**src/rtl/prog_loader_pkg.sv**
```systemverilog
// Shared types and constants for the program loader.
// Holds the FSM state encoding, the hi-byte nibble mask and the default capacity.
package prog_loader_pkg;

    typedef enum logic [2:0] {
        S_IDLE,
        S_COUNT,
        S_HI,
        S_LO,
        S_WRITE,
        S_CHECK,
        S_DONE,
        S_ERR
    } state_t;

    localparam logic [7:0] HI_MASK      = 8'hF0;
    localparam int         MAX_INST_DEF = 10;

endpackage

```
**src/rtl/prog_loader.sv**
```systemverilog
// Byte-stream program loader: count, {hi,lo} instruction pairs, checksum.
// Writes each assembled 12-bit instruction to program memory as it arrives.
module prog_loader
    import prog_loader_pkg::*;
#(
    parameter int MAX_INST = MAX_INST_DEF
) (
    input  logic        clk,
    input  logic        rst,
    input  logic        start,
    input  logic        in_valid,
    input  logic [7:0]  in_data,
    output logic        in_ready,
    output logic        load_we,
    output logic [7:0]  load_addr,
    output logic [11:0] load_inst,
    output logic        load_done,
    output logic        load_err,
    output logic [7:0]  inst_count
);

    localparam logic [8:0] MAX_N = 9'(MAX_INST);

    state_t     state;
    state_t     state_nx;
    logic [7:0] n_q;
    logic [7:0] csum;
    logic [3:0] hi_q;
    logic       xfer;
    logic       last;
    logic       cnt_bad;
    logic       hi_bad;
    logic       sess_start;

    // Reset is folded in so nothing transfers or writes while rst is low.
    assign in_ready = rst && (state == S_COUNT || state == S_HI ||
                              state == S_LO    || state == S_CHECK);
    assign load_we  = rst && (state == S_WRITE);

    assign xfer       = in_valid && in_ready;
    assign last       = ({1'b0, inst_count} + 9'd1) == {1'b0, n_q};
    assign cnt_bad    = (in_data == 8'd0) || ({1'b0, in_data} > MAX_N);
    assign hi_bad     = (in_data & HI_MASK) != 8'h00;
    assign sess_start = start && (state == S_IDLE || state == S_DONE ||
                                  state == S_ERR);

    // State register.
    always_ff @(posedge clk) begin
        if (!rst) state <= S_IDLE;
        else      state <= state_nx;
    end

    // Next-state decode.
    always_comb begin
        state_nx = state;
        unique case (state)
            S_IDLE, S_DONE, S_ERR: begin
                if (start) state_nx = S_COUNT;
            end
            S_COUNT: begin
                if (xfer) state_nx = cnt_bad ? S_ERR : S_HI;
            end
            S_HI: begin
                if (xfer) state_nx = hi_bad ? S_ERR : S_LO;
            end
            S_LO: begin
                if (xfer) state_nx = S_WRITE;
            end
            S_WRITE: begin
                state_nx = last ? S_CHECK : S_HI;
            end
            S_CHECK: begin
                if (xfer) state_nx = (in_data == csum) ? S_DONE : S_ERR;
            end
            default: state_nx = S_IDLE;
        endcase
    end

    // Datapath: count latch, instruction assembly, address and checksum.
    always_ff @(posedge clk) begin
        if (!rst) begin
            n_q        <= '0;
            csum       <= '0;
            hi_q       <= '0;
            load_addr  <= '0;
            load_inst  <= '0;
            load_done  <= 1'b0;
            load_err   <= 1'b0;
            inst_count <= '0;
        end else begin
            if (sess_start) begin
                load_done  <= 1'b0;
                load_err   <= 1'b0;
                inst_count <= '0;
                load_addr  <= '0;
                csum       <= '0;
            end
            unique case (state)
                S_COUNT: begin
                    if (xfer) begin
                        if (cnt_bad) load_err <= 1'b1;
                        else         n_q      <= in_data;
                    end
                end
                S_HI: begin
                    if (xfer) begin
                        if (hi_bad) begin
                            load_err <= 1'b1;
                        end else begin
                            hi_q <= in_data[3:0];
                            csum <= csum + in_data;
                        end
                    end
                end
                S_LO: begin
                    if (xfer) begin
                        load_inst <= {hi_q, in_data};
                        csum      <= csum + in_data;
                    end
                end
                S_WRITE: begin
                    load_addr  <= load_addr + 8'd1;
                    inst_count <= inst_count + 8'd1;
                end
                S_CHECK: begin
                    if (xfer) begin
                        if (in_data == csum) load_done <= 1'b1;
                        else                 load_err  <= 1'b1;
                    end
                end
                default: ;
            endcase
        end
    end

endmodule

```
**config.mk**
```make
export PLATFORM = sky130hd
export DESIGN_NAME = prog_loader
export DESIGN_NICKNAME = d
export VERILOG_FILES = /design/src/rtl/prog_loader_pkg.sv /design/src/rtl/prog_loader.sv
export SDC_FILE = /design/constraint.sdc
export NUM_CORES = 1
export LEC_CHECK = 0
export ABC_AREA = 1
export CAP_MARGIN = 20
export CORE_MARGIN = 1.5
export CORE_UTILIZATION = 25
export CTS_CLUSTER_SIZE = 24
export DETAILED_ROUTE_END_ITERATION = 12
export GPL_TIMING_DRIVEN = 0
export SLEW_MARGIN = 20
export SYNTH_ARGS = -nofsm -noshare
export SYNTH_HDL_FRONTEND = slang
export SYNTH_SLANG_ARGS = --single-unit
```
**constraint.sdc**
```tcl
create_clock -name clk -period 2.37 [get_ports clk]
set_input_delay 0.711 -clock clk [delete_from_list [all_inputs] [get_ports clk]]
set_output_delay 0.711 -clock clk [all_outputs]
set_load 0.005 [all_outputs]
```
==> qor.txt, run 1 <==
Setup CP Type - in -> out
Core box area - 0.0109 mm²
Mux cell area share after synthesis - 0%
Post-placement setup slack - -685 ps
First-pass GRT wire length - 12500 µm
Die area - 0.0119 mm²
Post-Synthesis Cells - 399
Top cells by area, synth - dfxtp_1 (38%), nand2_1 (11%), a21oi_1 (6.6%)
Total track usage - 13.4%
Tcrit/Tclk final - 97.7%
Total CTS buffers - 5
Post-Synth XOR/XNOR Area - 1.56%
Pint - 0.00137 W
Combinational Power Share - 25.9%
DRT Pass-1 Iters - 4
Worst skew pair latency - 320 ps
Gp weighted congestion - 0.799
Synth Area in Adders - 4.72%
Vias in the first global route - 2738
Cell variety after synth - 37
Unrepaired setup endpoints after global routing - no
H-tree lvl count - 2
Pin count of the biggest net entering global routing - 18
Synth Area in Simple Gates - 31.7%
Starting Density - 25.8%
Layout cells sized above 1 - 12.3%
Clock power frac - 27.4%
DP Wirelength - 5640 µm
Crit path capture type - output port
Critical path buffers and inverters - 4
Top cell type's share of synthesized area - 37.8%
Ys Warns - 0
CP startpoint kind - input port
Fillers - 1158
Syn Nets - 421
CTS Buffer Depth - 2
Root Buffer - clkbuf_8
Max-capacitance violation count - 0
Synthesis-to-layout area growth - 28.1%
Antenna violations before repair - 0
WP data required - 1660 ps
Slew Limit Headroom - 60.0%
Cell Chain, Critical Path - clkdlybuf4s15_2, clkinvlp_4, buf_4, nor2_4, dlygate4sd2_1
P_leak - 1.47 nW
Synth cell count leaders - nand2_1 (80), dfxtp_1 (53), nor2_1 (44)
Final min period - 2320 ps
Vias per cell - 4.67
Seq/Total Area, Yosys - 37.8%
Hold Violations, Final - 0
Synth Flop Type - dfxtp_1
Top cell type by total area after synthesis - dfxtp_1
Crit-path max cell delay - 250 ps
Worst clock skew - 10.9 ps
Sink Count - 53
Via count - 2782
Final slew viol count - 0
PortBufs - 43
Switching Fraction - 34.4%
Arr. time, crit path - 1600 ps
Placed Cells - 582
Wire length per cell - 12.6 µm
Hold_ws - 467 ps
DRT antenna net count - 0
Net Switching - 0.000718 W
Largest family of logic cells by synthesized area - simple AND/OR/NAND/NOR gates
Async set-reset flop share out of synthesis - 0%
DRC Markers - 0
Final worst slack - 55.0 ps
Chip width - 109 µm
Compound-cell area share of the yosys netlist - 16.5%
Clock slew at reported path FFs - 110 ps
Nets - 477
Seq cells post-synth - 53
Post-Route WL - 7520 µm
FMAX - 432 MHz
Reg2Reg Setup Slack - 410 ps
Post-route cell area - 0.00360 mm²
EDFF count, synth - 0
Placed cell areas - 0.00341 mm²
# IOs - 44
Row count - 38
Hold crit path type - reg -> reg
Worst-Margin Slew - 599 ps
DR iter-0 viols - 127
Max Fanout on Critical Path - 3
Overflow after GRT - 0
Setup Viol. Count Final - 0
Part of the power in registers - 46.8%
Worst path slowest cell - dlygate4sd2_1
Tot Pwr - 0.00209 W
PwrDens - 580 mW/mm²
Cell family with most CP delay - buffers and inverters
VDD IR max - 0.314 mV
Outcome - finished clean
CTS tree - done
Die H - 109 µm
Syn_area_per_cell - 7.04 µm²
Most common cell in the netlist - nand2_1
Post-Syn Area - 0.00281 mm²
CTS hold repair buffers - 0
Finished Layout Cells - 596
Diode count - 0
==> area by class of cell <==
type | instances | area (µm²) | share of cell area [%]
clock inverter | 2 | 17.5 | 0.487
clock buffer | 6 | 82.6 | 2.29
multi-input combinational | 290 | 1570 | 43.6
buffer | 9 | 38.8 | 1.08
tap | 140 | 175 | 4.87
inverter | 47 | 183 | 5.08
sequential | 53 | 1060 | 29.6
timing repair buffer | 49 | 470 | 13.1
==> power groups by stage <==
stage | sequential [W] | clock, W | combinational (W)
2_1_floorplan | 0.000980 | 0 | 0.000348
3_3_place_gp | 0.000989 | 0 | 0.000512
3_5_place_dp | 0.000990 | 0 | 0.000521
4_1_cts | 0.000975 | 0.000585 | 0.000538
5_1_grt | 0.000982 | 0.000615 | 0.000608
6_report | 0.000976 | 0.000571 | 0.000539
==> worst min-delay path: stages (launching register included) <==
cell	delay, ps
dfxtp_1	320
inv_1	60
nor3_1	50
==> what timing repair did <==
| action | 4_1_cts | 5_1_grt |
|---|---|---|
| buffers inserted | 6 | 0 |
| endpoints found under the setup margin | 3 | 5 |
| pin swaps | 3 | 0 |
| resized for setup | 16 | 9 |
==> metrics by stage <==
stage          utilization, %  TNS [ps]
6_report                 33.0         0
5_1_grt                  33.0         0
4_1_cts                  32.8         0
3_5_place_dp             31.4     -4150
3_3_place_gp             31.4     -3680
2_1_floorplan               -         0
==> registers in the layout, summed over array words and instances (netlist names) <==
signal      cells
load_inst      12
load_done       1
load_addr       8
inst_count      8
load_err        1
hi_q            4
n_q             8
csum            8
state           3
==> cell usage in the layout, fill, tap and decap left out, types with 2 or more instances in the layout <==
cell             netlist  layout
nand2_1               80      80
dfxtp_1               53      51
nor2_1                44      43
clkdlybuf4s50_1        0      37
a21oi_1               37      36
inv_1                 38      35
nand3_1               34      34
o21ai_0               30      29
inv_2                  8      10
nor3_1                 7       7
ha_1                   9       7
nor2_4                 4       6
clkbuf_8               0       6
buf_4                  0       6
clkbuf_1               5       5
nand4_1                5       5
nand2_2                4       4
buf_2                  4       4
o21ai_1                3       4
xor2_1                 3       3
or2_2                  3       3
dlygate4sd2_1          0       3
and3_1                 2       2
o21bai_1               2       2
o31ai_1                2       2
a32o_1                 2       2
xnor2_1                2       2
a211oi_1               2       2
a221oi_1               2       2
dfxtp_2                0       2
==> per-layer routing <==
layer	up-vias	global-route usage [%]	routed length, µm
met5	-	0	0
met3	13	2.09	221
met1	1278	16.3	3490
met2	49	23.0	3650
li1	1442	-	-
met4	0	6.02	154
==> worst paths after layout <==
path / from / to / cells past startpoint
setup / recovery: rst / load_we / 5
hold / removal: n_q[5] / n_q[5] / 2
setup reg to reg: inst_count[0] / state[2] / 13
hold reg to reg: n_q[5] / n_q[5] / 2
==> cell families after synthesis <==
| group | Yosys count |
|---|---|
| simple gates | 191 |
| compound gates | 84 |
| xor+xnor | 5 |
| fa+ha+maj | 10 |
| flops | 53 |
| buf+inv | 56 |
Note: power is estimated with default switching activity, not from simulation.
==> run 2, diff against run 1 <==
--- a/config.mk
+++ b/config.mk
@@ -8,7 +8,7 @@
 export ABC_AREA = 1
 export CAP_MARGIN = 20
 export CORE_MARGIN = 1.5
-export CORE_UTILIZATION = 25
+export CORE_UTILIZATION = 35
 export CTS_CLUSTER_SIZE = 24
 export DETAILED_ROUTE_END_ITERATION = 12
 export GPL_TIMING_DRIVEN = 0
==> run 2 against run 1 <==
Sequential power barely moved. Maximum frequency rose by 3.8%. Highest routed layer unchanged. Register-to-register slack improved by 50 ps. Design area fell by 0.56%. Critical path type is now in -> reg. Critical endpoint is now state[0].
==> qor.txt, run 2 (same netlist as run 1, synthesis figures left out) <==
Worst clock skew - 7.51 ps (-3.40 ps)
Register area - 0.00106 mm² (+0.12%)
Nets - 476 (-0.21%)
Gp weighted congestion - 0.875 (+9.5%)
Chip width - 92.6 µm (-15%)
Worst Hold End - n_q[5]
VDD IR max - 0.294 mV (-6.2%)
Min-Delay Path Depth - 2 (unchanged)
M1 WL - 3470 µm (-0.69%)
Final design utilization - 46.1% (+13 points)
Clock slew at reported path FFs - 100 ps (about the same)
R2R Path End - state[2]
Arr. time, crit path - 2420 ps (+820 ps)
Commonest non-fill, non-tap cell in the layout - nand2_1
Pin count of the biggest net entering global routing - 18 (unchanged)
Reg2reg start - inst_count[0]
Setup Viol. Count Final - 0 (unchanged)
Met3 routed WL - 234 µm (+5.9%)
Crit path capture type - flop
Overflow after GRT - 0 (unchanged)
Reg2Reg Setup Slack - 460 ps (+50 ps)
Layout cells sized above 1 - 12.3% (+0.027 points)
Placed cell areas - 0.00337 mm² (-1.4%)
R2R cell count - 13 (unchanged)
Die area - 0.00857 mm² (-28%)
Tot Pwr - 0.00227 W (+8.9%)
WP data required - 2560 ps (+900 ps)
Max Fanout on Critical Path - 5 (+2)
Wire length per cell - 13.0 µm (+3.1%)
Root Buffer - clkbuf_8
Final slew viol count - 0 (unchanged)
Total CTS buffers - 5 (unchanged)
Setup CP Type - in -> reg
Tcrit/Tclk final - 94.1% (-3.6 points)
Largest Register - load_inst
Max reg flops - 12 (unchanged)
Outcome - finished clean
Final worst slack - 139 ps (+84.4 ps)
HP Start - n_q[5]
Hold crit path type - reg -> reg
CTS hold repair buffers - 0 (unchanged)
H-tree lvl count - 2 (unchanged)
CTS Buffer Depth - 2 (unchanged)
Core box area - 0.00777 mm² (-29%)
CP startpoint kind - input port
Post-placement setup slack - -694 ps (-9.32 ps)
Starting Density - 36.2% (+10 points)
DRT Pass-1 Iters - 4 (unchanged)
Worst path slowest cell - clkdlybuf4s50_1
Synthesis-to-layout area growth - 27.4%
Vias in the first global route - 2688 (-1.8%)
DP Wirelength - 5380 µm (-4.5%)
PwrDens - 635 mW/mm² (+9.5%)
# IOs - 44 (unchanged)
Unrepaired setup endpoints after global routing - no
FMAX - 448 MHz (+3.8%)
Sink Count - 53 (unchanged)
Die H - 92.6 µm (-15%)
DRC Markers - 0 (unchanged)
Antenna violations before repair - 0 (unchanged)
Top sig layer - met4
Slew Limit Headroom - 61.5% (+1.5 points)
Crit-path max cell delay - 490 ps (+240 ps)
Cell mode on critical path - nor4_1
CTS tree - done
Max-capacitance violation count - 0 (unchanged)
Area of the multi-input gates - 0.00156 mm² (-0.24%)
Final min period - 2230 ps (-84.4 ps)
First-pass GRT wire length - 12400 µm (-0.71%)
PortBufs - 43 (unchanged)
Commonest non-fill, non-tap cells in the layout - nand2_1 (79), dfxtp_1 (50), nor2_1 (43), a21oi_1 (36), clkdlybuf4s50_1 (36)
DRT antenna net count - 0 (unchanged)
Worst skew pair latency - 310 ps (about the same)
Vias per cell - 4.95 (+6.0%)
P_leak - 1.51 nW (+2.3%)
Row count - 32 (-16%)
Fillers - 843 (-27%)
Diode count - 0 (unchanged)
Post-route cell area - 0.00358 mm² (-0.56%)
Total track usage - 18.1% (+4.7 points)
Via count - 2756 (-0.93%)
Worst-Margin Slew - 577 ps (-22.4 ps)
DR iter-0 viols - 80 (-37%)
Post-Route WL - 7240 µm (-3.7%)
Cell Chain, Critical Path - clkdlybuf4s50_1, ha_1, nor4_1, and3_1, nor2_1, nor4_1, a21oi_1
Hold Violations, Final - 0 (unchanged)
Met2 wire length - 3450 µm (-5.3%)
==> run 2: what timing repair did <==
item	CTS	global route
gates resized for setup	16	12
buffers inserted	5	0
pin swaps	3	0
setup endpoints to repair	4	5
==> run 2: worst max-delay path by stage <==
stage	startpoint	endpoint	slack, ps
after floorplan	in_data[0]	csum[6]	290
after global placement	rst	load_we	-700
after detailed placement	rst	load_we	-690
after CTS	in_data[2]	csum[7]	30
after global routing	in_data[1]	csum[6]	20
final	in_data[6]	state[0]	140
==> run 2: final cells by class <==
cell class	instances	area share, %
tap	102	3.57
buffer	9	1.08
clock inverter	3	1.92
sequential	53	29.8
timing repair buffer	48	12.9
inverter	47	5.10
clock buffer	5	1.92
multi-input combinational	290	43.7
==> run 2: worst max-delay path, delay by kind of cell <==
family	cells	cell delay (ps)
compound gates	1	100
fa+ha+maj	1	390
buf+inv	1	490
simple gates	4	730
==> run 2: layer usage <==
metal / vias to the layer above / track usage, %
met4: 0 / 5.00
met2: 48 / 31.7
li1: 1436 / -
met5: - / 0
met1: 1264 / 22.6
met3: 8 / 3.20
==> run 2: where the power goes <==
part / switching [W] / internal [W]
sequential: 0.0000455 / 0.000928
clock: 0.000325 / 0.000426
combinational: 0.000345 / 0.000202
==> run 2: stage by stage <==
stage	cells	TNS, ps	hold WS (ps)
after CTS	557	0	471
final	557	0	470
after global routing	557	0	482
after floorplan	399	0	439
after global placement	544	-4600	450
after detailed placement	544	-5180	457
==> run 3, diff against run 2 <==
--- a/config.mk
+++ b/config.mk
@@ -12,6 +12,7 @@
 export CTS_CLUSTER_SIZE = 24
 export DETAILED_ROUTE_END_ITERATION = 12
 export GPL_TIMING_DRIVEN = 0
+export SETUP_SLACK_MARGIN = 0.4
 export SLEW_MARGIN = 20
 export SYNTH_ARGS = -nofsm -noshare
 export SYNTH_HDL_FRONTEND = slang
==> run 3 against run 2 <==
Die area is the same. Worst hold slack lost 4.8 ps. Count of clock-buffer cells in the layout grew 2. Critical path depth shrank 2. Utilization grew 2.5 points. Largest power group unchanged.
==> qor.txt, run 3 (same netlist as run 1, synthesis figures left out) <==
Outcome - finished clean
Wire length per cell - 13.1 µm (+0.70%)
Met2 Use GR - 29.7% (-2.1 points)
Worst clock skew - 5.33 ps (-2.17 ps)
Cell Chain, Critical Path - buf_8, clkinvlp_4, buf_4, nor2_4, buf_2
Post-route cell area - 0.00377 mm² (+5.4%)
Met1 Usage GRT - 23.5% (+0.89 points)
Cell family with most CP delay - buffers and inverters
Setup TNS - 0 ps (unchanged)
R2R Path End - csum[3]
PortBufs - 43 (unchanged)
Worst-Margin Slew - 559 ps (-18.5 ps)
Die area - 0.00857 mm² (unchanged)
Arr. time, crit path - 1280 ps (-1140 ps)
Die H - 92.6 µm (unchanged)
Worst Hold End - n_q[4]
Clock slew at reported path FFs - 100 ps (about the same)
Nets - 488 (+2.5%)
Crit path capture type - output port
Max reg flops - 12 (unchanged)
Slew Limit Headroom - 62.8% (+1.2 points)
Commonest non-fill, non-tap cell in the layout - nand2_1
Critical path buffers and inverters - 4 (+3)
M3 GR Usage - 2.79% (-0.41 points)
R2R cell count - 13 (unchanged)
DP Wirelength - 5310 µm (-1.4%)
Placed cell areas - 0.00338 mm² (+0.45%)
Pin count of the biggest net entering global routing - 16 (-2)
First-pass GRT wire length - 12300 µm (-1.2%)
Vias in the first global route - 2635 (-2.0%)
CTS tree - done
Tcrit/Tclk final - 84.0% (-10 points)
DRT Pass-1 Iters - 4 (unchanged)
Core box area - 0.00777 mm² (unchanged)
Chip width - 92.6 µm (unchanged)
Worst path slowest cell - buf_4
Most used routing layer - met2
Row count - 32 (unchanged)
Unrepaired setup endpoints after global routing - yes
DRC Markers - 0 (unchanged)
Layout cells sized above 1 - 22.9% (+11 points)
CTS Buffer Depth - 2 (unchanged)
Vias per cell - 4.98 (+0.70%)
DR iter-0 viols - 112 (+40%)
Via count - 2835 (+2.9%)
Root Buffer - clkbuf_8
H-tree lvl count - 2 (unchanged)
Max-capacitance violation count - 0 (unchanged)
Reg2Reg Setup Slack - 630 ps (+170 ps)
Sink Count - 53 (unchanged)
Hold crit path type - reg -> reg
Final min period - 1990 ps (-241 ps)
Min-Delay Path Depth - 2 (unchanged)
Gp weighted congestion - 0.861 (-1.6%)
Hold Violations, Final - 0 (unchanged)
Overflow after GRT - 0 (unchanged)
Setup Viol. Count Final - 0 (unchanged)
Post-Route WL - 7450 µm (+2.9%)
Setup CP Type - in -> out
P_leak - 1.55 nW (+2.6%)
DRT antenna net count - 0 (unchanged)
WP data required - 1660 ps (-900 ps)
PwrDens - 585 mW/mm² (-7.8%)
VDD IR max - 0.242 mV (-18%)
Largest Register - load_inst
Total CTS buffers - 5 (unchanged)
Max Fanout on Critical Path - 3 (-2)
Final slew viol count - 0 (unchanged)
Diode count - 0 (unchanged)
Starting Density - 36.2% (unchanged)
Reg2reg start - state[2]
Antenna violations before repair - 0 (unchanged)
HP Start - n_q[4]
Worst skew pair latency - 300 ps (about the same)
CP startpoint kind - input port
Final design utilization - 48.6% (+2.5 points)
FMAX - 503 MHz (+12%)
# IOs - 44 (unchanged)
Total track usage - 17.7% (-0.37 points)
Synthesis-to-layout area growth - 34.3%
Commonest non-fill, non-tap cells in the layout - nand2_1 (78), nor2_1 (40), dfxtp_1 (36), a21oi_1 (35)
Crit-path max cell delay - 150 ps (-340 ps)
==> run 3: cell count changes in the layout (fill, tap and decap cells not counted), moves of 5 or more <==
cell     previous run  this run
ha_1                7         2
dfxtp_1            50        36
dfxtp_2             3        13
ha_4                1         7
buf_4               5        16
==> run 3: worst min-delay path, stage by stage, from the launching register on <==
cell and delay [ps]:
dfxtp_1 320, inv_1 60, nor3_1 50
==> run 3: cell type report <==
| cell class | instances | area [µm²] |
|---|---|---|
| flip-flops and latches | 53 | 1090 |
| well taps | 102 | 128 |
| clock inverters | 1 | 30.0 |
| repair buffers | 60 | 527 |
| fillers | 787 | 4000 |
| clock buffers | 7 | 86.3 |
| multi-input cells | 290 | 1680 |
| inverters | 47 | 185 |
| plain buffers | 9 | 41.3 |
==> run 3: layer usage <==
layer / up-vias / wire length [µm] / share of wire [%]
met3: 12 / 259 / 3.5
met2: 75 / 3570 / 48
li1: 1458 / - / -
met4: 0 / 151 / 2.0
met5: - / 0 / 0
met1: 1290 / 3470 / 47
==> run 3: through the flow <==
stage | total power, W | worst slack (ps) | hold slack, ps | cells
CTS | 0.00220 | 296 | 467 | 563
global route | 0.00233 | 319 | 489 | 569
floorplan | 0.00133 | 402 | 439 | 399
global placement | 0.00151 | -678 | 448 | 544
finish | 0.00221 | 380 | 465 | 569
detailed placement | 0.00151 | -696 | 453 | 544
==> run 3: worst max-delay path by stage <==
stage,depth (start not counted),startpoint,to
after CTS,7,state[2],load_we
after floorplan,11,in_data[0],csum[6]
after global placement,4,rst,load_we
final,5,rst,load_we
after detailed placement,4,rst,load_we
after global routing,7,state[2],load_we
==> run 3: repair_timing <==
action                     4_1_cts  5_1_grt
hold buffers                     0        0
pin swaps                        5       11
buffers inserted                11        6
setup endpoints to repair       50       18
gates resized for setup         58       41
==> run 3: power by group <==
part	leakage, nW	internal, W	switching [W]	total, W
clock	0.0585	0.000345	0.000301	0.000646
combinational	1.05	0.000227	0.000359	0.000586
sequential	0.437	0.000930	0.0000453	0.000975
total	1.55	0.00150	0.000705	0.00221
